<file path="config.mk">
export PLATFORM = sky130hd
export DESIGN_NAME = im_port_arbiter
export DESIGN_NICKNAME = d
export VERILOG_FILES = /design/src/rtl/im_port_arbiter.sv
export SDC_FILE = /design/constraint.sdc
export NUM_CORES = 1
export LEC_CHECK = 0
export CORE_AREA = 2 2 83 85
export CTS_CLUSTER_DIAMETER = 30
export CTS_CLUSTER_SIZE = 16
export DETAILED_ROUTE_END_ITERATION = 8
export DIE_AREA = 0 0 85 87
export MAX_ROUTING_LAYER = met4
export PLACE_DENSITY = 0.72
export SLEW_MARGIN = 20
export SYNTH_ARGS = -nofsm -noshare
export SYNTH_HDL_FRONTEND = slang
export SYNTH_SLANG_ARGS = --single-unit
export TNS_END_PERCENT = 20
</file>
<file path="constraint.sdc">
create_clock -name clk -period 7.1 [get_ports clk]
set_input_delay 1.775 -clock clk [delete_from_list [all_inputs] [get_ports clk]]
set_output_delay 1.775 -clock clk [all_outputs]
set_load 0.005 [all_outputs]
</file>
<file path="src/rtl/im_port_arbiter.sv">
// Single-port instruction-memory arbiter: fetch reads vs. program-loader writes,
// with text-segment address translation, legality checks and loader anti-starvation.
module im_port_arbiter #(
    parameter logic [31:0] ADDR_BASE    = 32'h0000_3000,
    parameter int unsigned IM_HIGH      = 11,
    parameter int unsigned STARVE_LIMIT = 4
) (
    input  logic               clk,
    input  logic               reset,
    input  logic               fetch_req,
    input  logic [31:0]        fetch_addr,
    output logic               fetch_gnt,
    output logic               fetch_valid,
    output logic [31:0]        fetch_rdata,
    output logic               fetch_err,
    input  logic               load_req,
    input  logic [31:0]        load_addr,
    input  logic [31:0]        load_wdata,
    output logic               load_gnt,
    output logic               load_err,
    output logic               mem_en,
    output logic               mem_we,
    output logic [IM_HIGH-2:0] mem_idx,
    output logic [31:0]        mem_wdata,
    input  logic [31:0]        mem_rdata
);

    localparam int unsigned IDX_W = IM_HIGH - 1;
    localparam logic [3:0]  LIMIT = 4'(STARVE_LIMIT);

    // Addresses below the base wrap to a huge offset and fail the range test.
    function automatic logic addr_legal(input logic [31:0] addr);
        logic [31:0] off;
        off = addr - ADDR_BASE;
        return (addr >= ADDR_BASE) && ((off >> (IM_HIGH + 1)) == 32'd0)
               && (addr[1:0] == 2'b00);
    endfunction

    function automatic logic [IDX_W-1:0] addr_idx(input logic [31:0] addr);
        logic [31:0] off;
        off = addr - ADDR_BASE;
        return off[IM_HIGH:2];
    endfunction

    logic [3:0] starve_q, starve_d;
    logic       rd_pend_q, rd_pend_d;
    logic       rd_err_q, rd_err_d;
    logic       load_err_q, load_err_d;
    logic       fetch_legal, load_legal, load_forced;

    always_comb begin
        fetch_legal = addr_legal(fetch_addr);
        load_legal  = addr_legal(load_addr);
        load_forced = load_req && (starve_q == LIMIT);

        fetch_gnt = !reset && fetch_req && !load_forced;
        load_gnt  = !reset && load_req && (!fetch_req || load_forced);

        mem_en    = 1'b0;
        mem_we    = 1'b0;
        mem_idx   = '0;
        mem_wdata = '0;
        if (fetch_gnt && fetch_legal) begin
            mem_en  = 1'b1;
            mem_idx = addr_idx(fetch_addr);
        end else if (load_gnt && load_legal) begin
            mem_en    = 1'b1;
            mem_we    = 1'b1;
            mem_idx   = addr_idx(load_addr);
            mem_wdata = load_wdata;
        end

        if (load_req && !load_gnt)
            starve_d = (starve_q == LIMIT) ? LIMIT : starve_q + 4'd1;
        else
            starve_d = '0;

        rd_pend_d  = fetch_gnt;
        rd_err_d   = fetch_gnt && !fetch_legal;
        load_err_d = load_gnt && !load_legal;
    end

    always_ff @(posedge clk) begin
        if (reset) begin
            starve_q   <= '0;
            rd_pend_q  <= 1'b0;
            rd_err_q   <= 1'b0;
            load_err_q <= 1'b0;
        end else begin
            starve_q   <= starve_d;
            rd_pend_q  <= rd_pend_d;
            rd_err_q   <= rd_err_d;
            load_err_q <= load_err_d;
        end
    end

    // Reset masks results already in flight so a read granted just before reset never surfaces.
    always_comb begin
        fetch_valid = rd_pend_q && !reset;
        fetch_err   = rd_err_q && !reset;
        load_err    = load_err_q && !reset;
        fetch_rdata = (fetch_valid && !rd_err_q) ? mem_rdata : '0;
    end

endmodule

</file>
==> flow_summary.yaml, run 1 <==
outcome:
  status: "finished clean"
synth:
  yosys.area_share.adder: 0.0250
  synthMuxAreaShare: 0
  ys_dominant_reg_cell: "dfxtp_1"
  synth_warnings: 0
  synthArstFlopShare: 0
  synth_top_family_by_area: "simple AND/OR/NAND/NOR gates"
  yosysMostFrequentCell: "and2_1"
  synth_compound_area_frac: 0.114
  synth-seq-cells: 7
  syn_area_mm2: 0.00100
  ys_types: 25
  netlist_top_cells_count: "and2_1, a22o_1, nor4_1"
  synth_cells: 138
  avgSynthCellArea_um2: 7.25
  synth_top_area_cell: "and2_1"
  synth_xor_area_frac: 0.00875
  synth_seq_area_share: 0.140
  syn_nets: 272
  synth_area_leaders: "and2_1, dfxtp_1, a22o_1, nor4_1, buf_6"
  synth-edff-count: 0
  synth_top_area_share: 0.400
  synth-simple-area-share: 0.629
pwr:
  p_per_area_mw_per_mm2: 59.9
  ir_worst_vdd_mv: 0.0401
  p_leak_nw: 1.22
cells_and_area:
  multi_input_comb_area_um2: 783
  stdcell_area_mm2: 0.00324
  num_antenna_cells: 0
  final_layout_size_suffix_gt1_frac: 0.0287
  nets: 484
  final-instance-count-excl-fill: 429
  nFillCells: 647
  regArea_um2: 140
  areaGrowthSynthToFinish_pct: 223
worst_setup_path:
  slowest_delay_ps: 510
  start_kind: "input port"
  timing.rr.start: "starve_q[0]"
  cp_cell_sequence: "clkdlybuf4s50_1, nor4_1, nand4_1, nor4_4, buf_4, and2_1, clkdlybuf4s50_1"
  cp_common_cell: "clkdlybuf4s50_1"
  arrival_ps: 4110
  r2r_end: "starve_q[2]"
  worst_setup_path_end_kind: "output port"
  rr_worst_depth: 6
  cp_max_fo: 44
  crit_type: "input port to output port"
  cp.required_ps: 5330
  rrSetupSlack_ps: 5430
  crit_slowest_cell: "clkdlybuf4s50_1"
die:
  coreArea_mm2: 0.00657
  die_h_um: 87
  num_io_pins: 213
  dieArea_mm2: 0.00740
  die_width_um: 85
  initial_utilization: 0.152
  rows: 30
cts:
  root_buffer: "clkbuf_8"
  postCtsSetupBuffers: 0
  post_cts_resized: 0
  cts-hold-fix-buffers: 0
  cts_max_level: 1
  cts_buffer_depth: 2
  cts_tree: "done"
  clock-sinks: 7
  clk_latency_ps: 230
  clk_pin_slew_ps: 40
  cts_buffers: 3
placed_design:
  hpwlAfterDp_um: 5180
  dp_slack_ps: 1200
  placedCellCount: 425
  dpl_cell_area_mm2: 0.00319
  gp_congestion: 0.694
  io_buffers: 212
timing:
  setup_slack_ps: 1220
  maxSlewViolCount: 0
  skew_ps: 3.12
  worst_slew_pin_slew_ps: 450
  period_share: 0.828
  slew_headroom: 0.700
  grt_setup_unrepaired: "false"
  final_hold_viol_count: 0
  setup_viol: 0
  fmax_mhz: 170
  tns_ps: 0
  min_period_ps: 5880
routing:
  dr.first_iter.drc_count: 40
  drc_errors: 0
  first_pass_iters: 5
  via_per_inst: 4.14
  via_count: 1776
  wl_per_cell_um: 13.6
  drtAntennaViolNets: 0
  wirelength_um: 5820
global_route:
  grt_max_degree: 45
  grt_pass1_vias: 1746
  grt_util_all_layers: 0.147
  busiest_layer: "met2"
  grt-ovfl-total: 0
  met3_usage: 0.0332
  grt_use_met2: 0.275
  grt_pass1_wl_um: 8460
  use_met1: 0.152
  antenna_found_initial: 0
hold_path:
  hold-path-endpoint: "starve_q[0]"
  min_from: "starve_q[0]"
  whs_path_depth: 1
  hp-class: "flip-flop to flip-flop"
run:
  drv_cap: 0
==> critical path: cells and delay by family <==
family                 cells  cell delay, ps
buffers and inverters      3            1270
AND/OR/NAND/NOR            4            1050
==> metrics by stage <==
stage	util	hold WS (ps)	power, W
after floorplan	-	430	0.0000525
after global routing	0.493	496	0.000204
final	0.493	484	0.000194
after CTS	0.493	480	0.000195
after detailed placement	0.486	470	0.000137
after global placement	0.486	447	0.000136
==> sequential cells by signal (all words and copies together) (netlist names) <==
register    cells
load_err_q      1
rd_pend_q       1
starve_q        4
rd_err_q        1
==> layer usage <==
| metal | part of all wire | vias to the layer above |
|---|---|---|
| met1 | 0.33 | 747 |
| met5 | 0 | - |
| met3 | 0.12 | 8 |
| met2 | 0.53 | 141 |
| li1 | - | 880 |
| met4 | 0.020 | 0 |
==> how the worst max path moves through the flow <==
| stage | from | end | slack [ps] |
|---|---|---|---|
| 2_1_floorplan | load_addr[15] | mem_wdata[0] | 2260 |
| 3_3_place_gp | load_addr[20] | mem_wdata[24] | 1230 |
| 3_5_place_dp | load_addr[23] | mem_wdata[24] | 1200 |
| 4_1_cts | load_addr[20] | mem_wdata[24] | 1180 |
| 5_1_grt | load_addr[29] | mem_wdata[24] | 1070 |
| 6_report | load_addr[23] | mem_wdata[24] | 1220 |
==> logic make-up after synthesis <==
group,count (synthesis)
buf+inv,14
fa+ha+maj,2
simple gates,101
flops,7
xor+xnor,1
compound gates,13
==> cells in the final DEF, fill, tap and decap left out, types with 2 or more instances in the layout <==
| cell type | synthesis | routed |
|---|---|---|
| and2_1 | 64 | 64 |
| buf_4 | 0 | 3 |
| ha_1 | 2 | 2 |
| nor2b_1 | 7 | 7 |
| nor2_1 | 6 | 6 |
| inv_1 | 6 | 6 |
| dfxtp_1 | 7 | 7 |
| a22o_1 | 10 | 10 |
| clkdlybuf4s50_1 | 0 | 212 |
| nand2_1 | 5 | 5 |
| clkbuf_8 | 0 | 3 |
| nor4b_1 | 2 | 2 |
| nor4_1 | 8 | 7 |
| nor3_1 | 2 | 2 |
==> power breakdown <==
group | internal [W] | leakage, nW | switching (W) | total, W
Sequential | 0.0000406 | 0.0573 | 0.000000577 | 0.0000412
Clock | 0.0000390 | 0.0228 | 0.0000192 | 0.0000582
Combinational | 0.0000761 | 1.14 | 0.0000184 | 0.0000945
==> final cells by class <==
| class | instances | area share |
|---|---|---|
| inverter | 6 | 0.00696 |
| multi-input combinational | 117 | 0.242 |
| tap | 80 | 0.0309 |
| sequential | 7 | 0.0433 |
| clock buffer | 4 | 0.0139 |
| timing repair buffer | 215 | 0.663 |
Power figures use the tool's default switching activity.
==> run 2: changes to the inputs <==
==> constraint.sdc (replaced) <==
create_clock -name clk -period 6.09 [get_ports clk]
set_input_delay 1.5225 -clock clk [delete_from_list [all_inputs] [get_ports clk]]
set_output_delay 1.5225 -clock clk [all_outputs]
set_load 0.005 [all_outputs]
==> run 2 against run 1 <==
Net effect: critical path depth unchanged; combinational power up 15%; first-iteration DRC count down 60%; die area unchanged; clock power up 13%; sequential cell count unchanged; non-clock buffer count unchanged; utilization unchanged; worst setup slack worse by 510 ps; register-to-register slack worse by 930 ps; via count down 0.90%; critical path type unchanged.
==> flow_summary.yaml, run 2 (synthesis results as in run 1) <==
routing:
  via_count: 1760
  via_per_inst: 4.10
  wl_per_cell_um: 13.4
  wirelength_um: 5770
  first_pass_iters: 2
  dr.first_iter.drc_count: 16
  drtAntennaViolNets: 0
  drc_errors: 0
die:
  die_h_um: 87
  coreArea_mm2: 0.00657
  die_width_um: 85
  num_io_pins: 213
  dieArea_mm2: 0.00740
  initial_utilization: 0.152
  rows: 30
cts:
  cts_tree: "done"
  clk_pin_slew_ps: 40
  clk_latency_ps: 230
  cts_max_level: 1
  post_cts_resized: 0
  cts_buffer_depth: 2
  postCtsSetupBuffers: 0
  root_buffer: "clkbuf_8"
  cts-hold-fix-buffers: 0
  cts_buffers: 3
  clock-sinks: 7
global_route:
  grt_max_degree: 45
  grt_util_all_layers: 0.143
  grt_use_met2: 0.275
  grt_pass1_vias: 1711
  grt-ovfl-total: 0
  use_met1: 0.139
  met3_usage: 0.0389
  antenna_found_initial: 0
  grt_pass1_wl_um: 8120
  busiest_layer: "met2"
pwr:
  p_per_area_mw_per_mm2: 69.1
  ir_worst_vdd_mv: 0.0478
  p_leak_nw: 1.22
cells_and_area:
  nets: 484
  final-instance-count-excl-fill: 429
  mostFrequentLayoutCells: "clkdlybuf4s50_1, and2_1, a22o_1"
  num_antenna_cells: 0
  largest_register: "starve_q"
  stdcell_area_mm2: 0.00324
  areaGrowthSynthToFinish_pct: 223
  largest_reg_flops: 4
  final_layout_size_suffix_gt1_frac: 0.0287
  mostFrequentLayoutCell: "clkdlybuf4s50_1"
placed_design:
  dpl_cell_area_mm2: 0.00319
  placedCellCount: 425
  io_buffers: 212
  hpwlAfterDp_um: 5240
  gp_congestion: 0.697
  dp_slack_ps: 691
worst_setup_path:
  r2r_end: "starve_q[2]"
  rrSetupSlack_ps: 4500
  start_kind: "input port"
  cp_max_fo: 44
  rr_worst_depth: 6
  cp.required_ps: 4570
  arrival_ps: 3860
  worst_setup_path_end_kind: "output port"
  crit_type: "input port to output port"
  timing.rr.start: "starve_q[0]"
timing:
  final_hold_viol_count: 0
  fmax_mhz: 186
  skew_ps: 3.58
  maxSlewViolCount: 0
  setup_slack_ps: 710
  whs_ps: 465
  slew_headroom: 0.668
  setup_viol: 0
  tns_ps: 0
  min_period_ps: 5380
  worst_slew_pin_slew_ps: 497
  grt_setup_unrepaired: "false"
  period_share: 0.883
hold_path:
  hold-path-endpoint: "starve_q[0]"
  whs_path_depth: 1
  hp-class: "flip-flop to flip-flop"
  min_from: "starve_q[0]"
outcome:
  status: "finished clean"
run:
  drv_cap: 0
## run 2: cell counts in the layout (fill, tap and decap cells not counted)
No cell type changed its count.
## run 2: final cells by class
| cell class | instances | area (um2) |
|---|---|---|
| Inverter | 6 | 22.5 |
| Multi-Input combinational cell | 117 | 783 |
| Clock buffer | 4 | 45.0 |
| Fill cell | 639 | 3330 |
| Tap cell | 80 | 100 |
| Timing Repair Buffer | 215 | 2140 |
| Sequential cell | 7 | 140 |
## run 2: layer usage
metal  vias to the layer above  share of wire  wire length [um]
li1                        882              -                 -
met1                       750           0.33              1900
met2                       124           0.54              3100
met3                         4           0.12               691
met4                         0          0.013                75
met5                         -              0                 0
## run 2: worst max path at each step
stage	to	cells past startpoint	start	slack, ps
final	mem_wdata[24]	7	load_addr[20]	710
after global routing	mem_wdata[19]	7	load_addr[23]	500
after CTS	mem_wdata[24]	7	load_addr[20]	680
after detailed placement	mem_wdata[19]	7	load_addr[20]	690
after global placement	mem_wdata[24]	7	load_addr[20]	730
after floorplan	mem_wdata[0]	4	load_addr[15]	1750
## run 2: critical path, stage by stage
cell	delay (ps)
clkdlybuf4s50_1	400
nor4_1	310
nand4_1	250
nor4_4	290
buf_4	360
and2_1	210
clkdlybuf4s50_1	510
## run 2: through the flow
stage	util	total power (W)
after floorplan	-	0.0000612
after global routing	0.493	0.000233
final	0.493	0.000223
after CTS	0.493	0.000226
after global placement	0.486	0.000159
after detailed placement	0.486	0.000159
## run 2: power by group
group          switching (W)  leakage [nW]   total, W  internal [W]
Sequential       0.000000611        0.0573  0.0000480     0.0000474
Combinational      0.0000208          1.14   0.000109     0.0000886
Clock              0.0000207        0.0228  0.0000660     0.0000453
Total              0.0000421          1.22   0.000223      0.000181
==> run 3: changes to the inputs <==
--- a/config.mk
+++ b/config.mk
@@ -5,13 +5,15 @@
 export SDC_FILE = /design/constraint.sdc
 export NUM_CORES = 1
 export LEC_CHECK = 0
-export CORE_AREA = 2 2 83 85
+export ABC_AREA = 1
+export CORE_MARGIN = 2
+export CORE_UTILIZATION = 27
 export CTS_CLUSTER_DIAMETER = 30
 export CTS_CLUSTER_SIZE = 16
 export DETAILED_ROUTE_END_ITERATION = 8
-export DIE_AREA = 0 0 85 87
+export HOLD_SLACK_MARGIN = 0.15
 export MAX_ROUTING_LAYER = met4
-export PLACE_DENSITY = 0.72
+export PLACE_DENSITY = 0.84
 export SLEW_MARGIN = 20
 export SYNTH_ARGS = -nofsm -noshare
 export SYNTH_HDL_FRONTEND = slang
==> run 3 against run 2 <==
Net effect: combinational power increased by 37%; total power up 18%; final cell count rose by 55%; highest routed layer unchanged; critical endpoint is now mem_wdata[25]; first-iteration DRC count grew to 4.6 times the previous value; sequential power about the same; clock-buffer cell count unchanged; largest power group unchanged.
==> flow_summary.yaml, run 3 <==
die:
  die_width_um: 85.2
  rows: 29
  dieArea_mm2: 0.00726
  num_io_pins: 213
  coreArea_mm2: 0.00635
  die_h_um: 85.2
  initial_utilization: 0.280
global_route:
  grt_max_degree: 35
  grt-ovfl-total: 0
  grt_pass1_wl_um: 12500
  grt_pass1_vias: 2706
  antenna_found_initial: 0
  grt_util_all_layers: 0.215
cts:
  clk_pin_slew_ps: 40
  cts_buffers: 3
  cts_max_level: 1
  clock-sinks: 7
  cts_buffer_depth: 2
  cts-hold-fix-buffers: 0
  root_buffer: "clkbuf_8"
  cts_tree: "done"
  clk_latency_ps: 230
  post_cts_resized: 0
  postCtsSetupBuffers: 0
routing:
  via_count: 2922
  via_per_inst: 4.39
  wirelength_um: 8140
  drc_errors: 0
  first_pass_iters: 4
  wl_per_cell_um: 12.2
  dr.first_iter.drc_count: 73
  drtAntennaViolNets: 0
synth:
  synth-edff-count: 0
  synth_cells: 380
  syn_nets: 514
  synth_top_area_share: 0.202
  synth-seq-cells: 7
  synth_seq_area_share: 0.0787
  ys_dominant_reg_cell: "dfxtp_1"
  netlist_top_cells_count: "nor2_1, inv_1, nand2_1"
  synth_warnings: 0
  yosysMostFrequentCell: "nor2_1"
  synth_area_leaders: "nor2_1, inv_1, nand2_1, nor2_2, dfxtp_1"
  synth_top_area_cell: "nor2_1"
  syn_area_mm2: 0.00178
  synthArstFlopShare: 0
  avgSynthCellArea_um2: 4.69
  ys_types: 24
timing:
  grt_setup_unrepaired: "false"
  tns_ps: 0
  setup_viol: 0
  maxSlewViolCount: 0
  fmax_mhz: 175
  period_share: 0.936
  skew_ps: 3.39
  min_period_ps: 5700
  worst_slew_pin_slew_ps: 974
  slew_headroom: 0.349
  final_hold_viol_count: 0
placed_design:
  gp_congestion: 0.908
  dpl_cell_area_mm2: 0.00395
  io_buffers: 212
  hpwlAfterDp_um: 7070
cells_and_area:
  areaGrowthSynthToFinish_pct: 125
  mostFrequentLayoutCells: "clkdlybuf4s50_1, nor2_1, inv_1"
  num_antenna_cells: 0
  nets: 723
  largest_reg_flops: 4
  largest_register: "starve_q"
  final_util: 0.630
  stdcell_area_mm2: 0.00400
  mostFrequentLayoutCell: "clkdlybuf4s50_1"
  final_layout_size_suffix_gt1_frac: 0.0612
worst_setup_path:
  cp_max_fo: 34
  crit_type: "input port to output port"
  start_kind: "input port"
  arrival_ps: 4180
  worst_setup_path_end_kind: "output port"
  cp.required_ps: 4570
pwr:
  p_per_area_mw_per_mm2: 66.0
  ir_worst_vdd_mv: 0.0607
  power_w: 0.000264
  p_leak_nw: 1.91
hold_path:
  hp-class: "flip-flop to flip-flop"
run:
  drv_cap: 0
outcome:
  status: "finished clean"
run 3: critical path, stage by stage:
cell	delay [ps]
clkdlybuf4s50_1	450
nor2_1	160
nand2_1	110
nor2_2	180
nand3_1	130
nand2_1	80
nand2_1	50
nor2_1	80
nand3_1	80
nor2_2	150
nand3_4	390
nor2_1	240
clkdlybuf4s50_1	540
run 3: kinds of logic (layout without fill, tap and decap cells):
family,count (synthesis),count (layout),share of synthesized area
AO/OA/AOI/OAI,8,8,0.0246
AND/OR/NAND/NOR,259,259,0.646
XOR/XNOR,1,1,0.00492
adder cells (fa/ha/maj),2,2,0.0141
buffers and inverters,103,311,0.232
flip-flops,7,7,0.0787
run 3: cell type report:
type                    instances  area (um2)
clock buffers                   4        45.0
fillers                       611        2350
inverters                      92         345
multi-input cells             270        1230
flip-flops and latches          7         140
well taps                      77        96.3
repair buffers                215        2140
run 3: path summary, 6_finish.rpt:
check                 from            end  slack [ps]  depth (start not counted)
max          load_addr[25]  mem_wdata[25]         390                         13
min            starve_q[0]    starve_q[0]         460                          1
max reg2reg    starve_q[0]    starve_q[2]        4400                          9
min reg2reg    starve_q[0]    starve_q[0]         460                          1
run 3: routing by layer:
layer	share of wire	routed length [um]	vias to the layer above	track usage
met3	0.076	621	9	0.0272
met2	0.52	4210	125	0.413
met1	0.39	3220	1255	0.237
met5	0	0	-	-
li1	-	-	1533	-
met4	0.011	91	0	0.0390
run 3: report_power, final:
part	leakage [nW]	internal (W)	total [W]	switching (W)
Combinational	1.83	0.0000972	0.000149	0.0000515
Clock	0.0228	0.0000454	0.0000671	0.0000217
Sequential	0.0573	0.0000474	0.0000480	0.000000611
Total	1.91	0.000190	0.000264	0.0000738
run 3: per-stage QoR:
step | worst slack, ps | std cells | hold WS (ps)
final | 390 | 665 | 458
after global routing | 92.2 | 665 | 470
after CTS | 370 | 665 | 463
after detailed placement | 369 | 661 | 453
after global placement | 472 | 661 | 442
after floorplan | 1770 | 380 | 430
==> patch 1, RTL diff (config.mk and constraints of run 3) <==
Set the parameter `IM_HIGH` to 12 (it was 11).
--- a/src/rtl/im_port_arbiter.sv
+++ b/src/rtl/im_port_arbiter.sv
@@ -2,7 +2,7 @@
 // with text-segment address translation, legality checks and loader anti-starvation.
 module im_port_arbiter #(
     parameter logic [31:0] ADDR_BASE    = 32'h0000_3000,
-    parameter int unsigned IM_HIGH      = 11,
+    parameter int unsigned IM_HIGH      = 12,
     parameter int unsigned STARVE_LIMIT = 4
 ) (
     input  logic               clk,
Ports: changed (resized mem_idx); port bits go from 213 to 214. No check against the original RTL was run, so the function may have changed too.
==> patch 1 against run 3 <==
Synthesized area increased by 21%. Combinational power increased by 11%. Wire length increased by 13%. Sequential cell count unchanged. Cell area increased by 10%. Clock skew decreased by 1.7 ps. Global-route usage decreased by 1.3 points. Worst setup slack improved by 35 ps. Power increased by 5.7%. Critical path type unchanged.
==> patch 1: results (changes against run 3) <==
* Path class of the lowest-slack min-delay path: flop to flop
- Antenna violations before repair: 0 (unchanged)
- Fraction of final layout cells with drive strength greater than 1: 7.56% (+1.4 points)
- The mean routed wirelength per cell was 12.1 um (-1.1%).
- In the post-synthesis netlist, the biggest area contributors are nand2_1 (19%), inv_1 (18%), nor2_1 (18%), nor2_2 (9.3%), nand3_1 (7.5%).
- Worst max-slew margin expressed relative to the limit: 37.7% (+2.7 points)
- The flow ran to the end, and the final reports show no timing, DRC or antenna violations.
- Wire length of the first global-routing pass: 14000 um (+12%)
- In the synthesized netlist the dominant register cell turns out to be dfxtp_1.
- The leakage power was 2.09 nW (+9.6%).
- The number of detailed-route iterations in the first pass came to 4 (unchanged).
- Xor/xnor share of the synthesized area: 0.815% (+0.32 points)
* Synth Net Count: 587 (+14%)
- Post-Place Cell Area: 0.00436 mm2 (+10%)
- The post-synthesis cell type count was 27 (+13%).
* Arrival @ worst endpoint: 4140 ps (-40 ps)
- Total vias in the final route: 3334 (+14%)
- Later-pin clock latency in the skew report: 230 ps (about the same)
- Sequential share of the synthesized area: 6.52% (-1.3 points)
- Post-placement worst setup slack: 333 ps (-36.6 ps)
- The average cell area after synthesis came to 4.76 um2 (+1.7%).
- The number of antenna diodes came to 0 (unchanged).
- By count the netlist is led by nand2_1 (111), inv_1 (105), nor2_1 (103).
- Cell at the root of the clock tree: clkbuf_8
- The flip-flop count of the largest register after layout came to 4 (unchanged).
- The number of global-route vias before repair came to 3045 (+13%).
- The worst clock skew came to 1.73 ps (-1.66 ps).
- DPL Wire Length: 8120 um (+15%)
- Crit-path max FO: 34 (unchanged)
* Fill cells: 722 (+18%)
* Final cell count without fillers: 763 (+15%)
- The count of input and output buffers was 213 (+0.47%).
- The worst-case vdd ir drop was 47.2 uV (-22%).
- The async set-or-reset flop fraction in the synthesized netlist was 0% (unchanged).
- The starting DRC count in detailed routing was 67 (-8.2%).
- The share of synthesized cell area in full adder, half adder and majority cells came to 2.33% (+0.92 points).
- Final estimated routing congestion in global placement: 0.944 (+4.0%)
- Synthesized-area fraction occupied by ao, oa, aoi and oai cells: 2.21% (-0.25 points)
* Final-stage net count: 798 (+10%)
- Largest net degree at the start of global routing: 35 (unchanged)
- The yosys synthesis warning count came to 0 (unchanged).
- The maximum level of the CTS H-tree is 1 (unchanged).
- Ranked by flip-flop count, first place goes to starve_q.
- The global router's overall resource usage came to 20.2% (-1.3 points).
* Deepest clock path buffer count: 2 (unchanged)
- Number of CTS-inserted buffers: 3 (unchanged)
- Share of cell area taken by muxes after synthesis: 0% (unchanged)
- Clock slew at the register clock pins of the worst setup and hold paths: 40 ps (about the same)
-- patch 1: layer usage --
metal  part of all wire, %  global-route usage [%]  vias up
met5                     0                       -        -
met4                  0.54                    2.45        0
met3                   7.3                    3.22        6
met2                    54                    38.7      136
met1                    38                    22.5     1445
li1                      -                       -     1747
-- patch 1: area by class of cell --
| cell class | count | area, um2 | share of cell area (%) |
|---|---|---|---|
| timing repair buffer | 217 | 2160 | 48.9 |
| multi-input combinational | 327 | 1550 | 35.0 |
| inverter | 106 | 398 | 9.01 |
| sequential | 7 | 140 | 3.17 |
| tap | 102 | 128 | 2.89 |
| clock buffer | 4 | 45.0 | 1.02 |
-- patch 1: power by group --
part | internal, mW | switching [mW]
Sequential | 0.0474 | 0.000642
Combinational | 0.102 | 0.0635
Clock | 0.0453 | 0.0202
Total | 0.194 | 0.0843
-- patch 1: critical path, cell delays in order --
cell	delay (ps)
clkdlybuf4s50_1	520
ha_1	250
inv_1	90
nand2_1	70
nand2_1	40
nor2_1	80
nand4_1	90
nor2_1	110
nand2_1	50
nor2_1	90
nand2_1	90
nor2_4	200
nand2_8	220
nor2_1	160
clkdlybuf4s50_1	530
-- patch 1: path summary, 6_finish.rpt --
kind / start / to / slack [ps] / depth (start not counted)
worst max-delay path: load_addr[12] / mem_wdata[0] / 430 / 15
worst min-delay path: starve_q[0] / starve_q[0] / 490 / 1
worst max register to register: starve_q[0] / starve_q[2] / 4370 / 9
worst min register to register: starve_q[0] / starve_q[0] / 490 / 1
-- patch 1: repair_timing --
action / in CTS / in global routing
setup buffers: 0 / 0
setup endpoints to repair: 0 / 1
gates resized for setup: 0 / 1
==> patch 2, RTL diff (flow settings as in run 3) <==
Made on the original files. Make the reset (`reset`) asynchronous in one clocked block.
--- a/src/rtl/im_port_arbiter.sv
+++ b/src/rtl/im_port_arbiter.sv
@@ -80,7 +80,7 @@
         load_err_d = load_gnt && !load_legal;
     end
 
-    always_ff @(posedge clk) begin
+    always_ff @(posedge clk or posedge reset) begin
         if (reset) begin
             starve_q   <= '0;
             rd_pend_q  <= 1'b0;
Check against the original RTL: no difference found for any inputs over 10 cycles, from zero or initial values and one cycle with reset high; that may be too few to reach the edited logic, so the function may still have changed.
==> patch 2 against run 3 <==
Sequential cell count stayed put. Synthesized cell count is 2.4% higher. Cell count is 2.0% higher. Utilization is 1.9 points lower. Largest power group unchanged. Power is 5.4% higher. Sequential share of layout area is 0.77 points higher. Synthesized area is 4.6% higher. Clock skew is 3.2 ps lower. Wire length is 0.99% higher. Global-route usage is 0.75 points lower. Cell area is 2.6% higher. Critical path depth is 3 lower. Worst setup slack worse by 31 ps.
==> patch 2: results (changes against run 3) <==
* Power in combinational cells: 0.160 mW (+7%)
* Worst reg2reg path startpoint: starve_q[0]
* Crit-path max FO: 17 (-50%)
- Final estimated routing congestion in global placement: 0.953 (+5.0%)
* Number of library cell types mapped by synthesis: 29 (+21%)
- The standard cell area after detailed placement is 0.00404 mm2 (+2.2%).
* Via count of the first global-routing pass: 2710 (+0.15%)
- The starting DRC count in detailed routing was 143 (+96%).
* DPL Wire Length: 7060 um (-0.13%)
* Number of cells on the worst reg-to-reg path: 12 (+3)
- The normalized max-slew margin came to 38.2% (+3.3 points).
* Run status: complete, no violations
- Net load switching power: 0.0812 mW (+10%)
- Post-placement worst setup slack: 260 ps (-109 ps)
- The path with the worst hold slack has its endpoint at starve_q[0].
- The total number of nets in the final design came to 733 (+1.4%).
- Fraction of synthesis flops using an asynchronous set or reset pin: 100% (+100 points)
- The number of nets produced by synthesis is 523 (+1.8%).
- Fill cells: 607 (-0.65%)
* Total vias in the final route: 3026 (+3.6%)
- The data arrival time at the worst-slack endpoint was 4210 ps (+30 ps).
- Fraction of final layout cells with drive strength greater than 1: 4.85% (-1.3 points)
* Hold path startpoint: starve_q[0]
* Maximum VDD drop: 42.1 uV (-31%)
- Final hold slack: 502 ps (+43.6 ps)
- Ranking of synthesized cells by area: nor2_1 (22%), inv_1 (20%), nand2_1 (17%), dfrtp_1 (9.4%), nand4_1 (7.1%)
- Total length of routed wires: 8220 um (+0.99%)
- Maximum clock skew at final layout: 0.182 ps (-3.21 ps)
* Number of iterations in the first detailed-routing pass: 7 (+3)
* Mapped Avg Cell Area: 4.79 um2 (+2.2%)
- Counting instances in the post-synthesis netlist gives the leading cell types as nor2_1 (111), inv_1 (97), nand2_1 (84).
- In the synthesized netlist the dominant register cell turns out to be dfrtp_1.
* Wire length of the first global-routing pass: 12400 um (-0.55%)
- Total power density per cell area: 67.8 mW/mm2 (+2.8%)
- Register-to-register path setup slack: 4390 ps (about the same)
[patch 2: cell count changes after synthesis, moves of 2 or more]
cell / run 3 / this run
dfxtp_1: 7 / 0
inv_1: 92 / 97
nor3_1: 6 / 1
xor2_1: 1 / 4
nor2_1: 96 / 111
nor3_2: 0 / 2
nand4_1: 15 / 21
nor2_2: 25 / 13
dfrtp_1: 0 / 7
nand3_1: 26 / 14
[patch 2: worst max path at each step]
stage | start | endpoint | slack, ps | cells after the start
2_1_floorplan | load_addr[12] | mem_wdata[23] | 1810 | 12
3_3_place_gp | load_addr[17] | mem_wdata[16] | 370 | 10
3_5_place_dp | load_addr[15] | mem_wdata[16] | 260 | 10
4_1_cts | load_addr[15] | mem_wdata[16] | 250 | 10
5_1_grt | load_addr[15] | mem_wdata[16] | 50 | 13
6_report | load_addr[15] | mem_wdata[16] | 360 | 10
[patch 2: kinds of logic after synthesis]
| family | synth area share, % |
|---|---|
| compound gates | 3.56 |
| xor+xnor | 1.88 |
| fa+ha+maj | 1.34 |
| buf+inv | 23.8 |
| flops | 9.40 |
| simple gates | 60.0 |
[patch 2: area by class of cell]
| type | count | area [um2] | area share [%] |
|---|---|---|---|
| Timing Repair Buffer | 216 | 2150 | 52.5 |
| Multi-Input combinational cell | 273 | 1260 | 30.8 |
| Inverter | 98 | 368 | 8.97 |
| Sequential cell | 7 | 175 | 4.27 |
| Tap cell | 80 | 100 | 2.44 |
| Clock buffer | 4 | 45.0 | 1.10 |
[patch 2: layer usage]
metal	vias up	part of all wire (%)	GRT usage, %
met5	-	0	-
li1	1561	-	-
met4	0	2.4	7.53
met1	1294	39	23.9
met2	152	50	36.3
met3	19	8.2	3.13
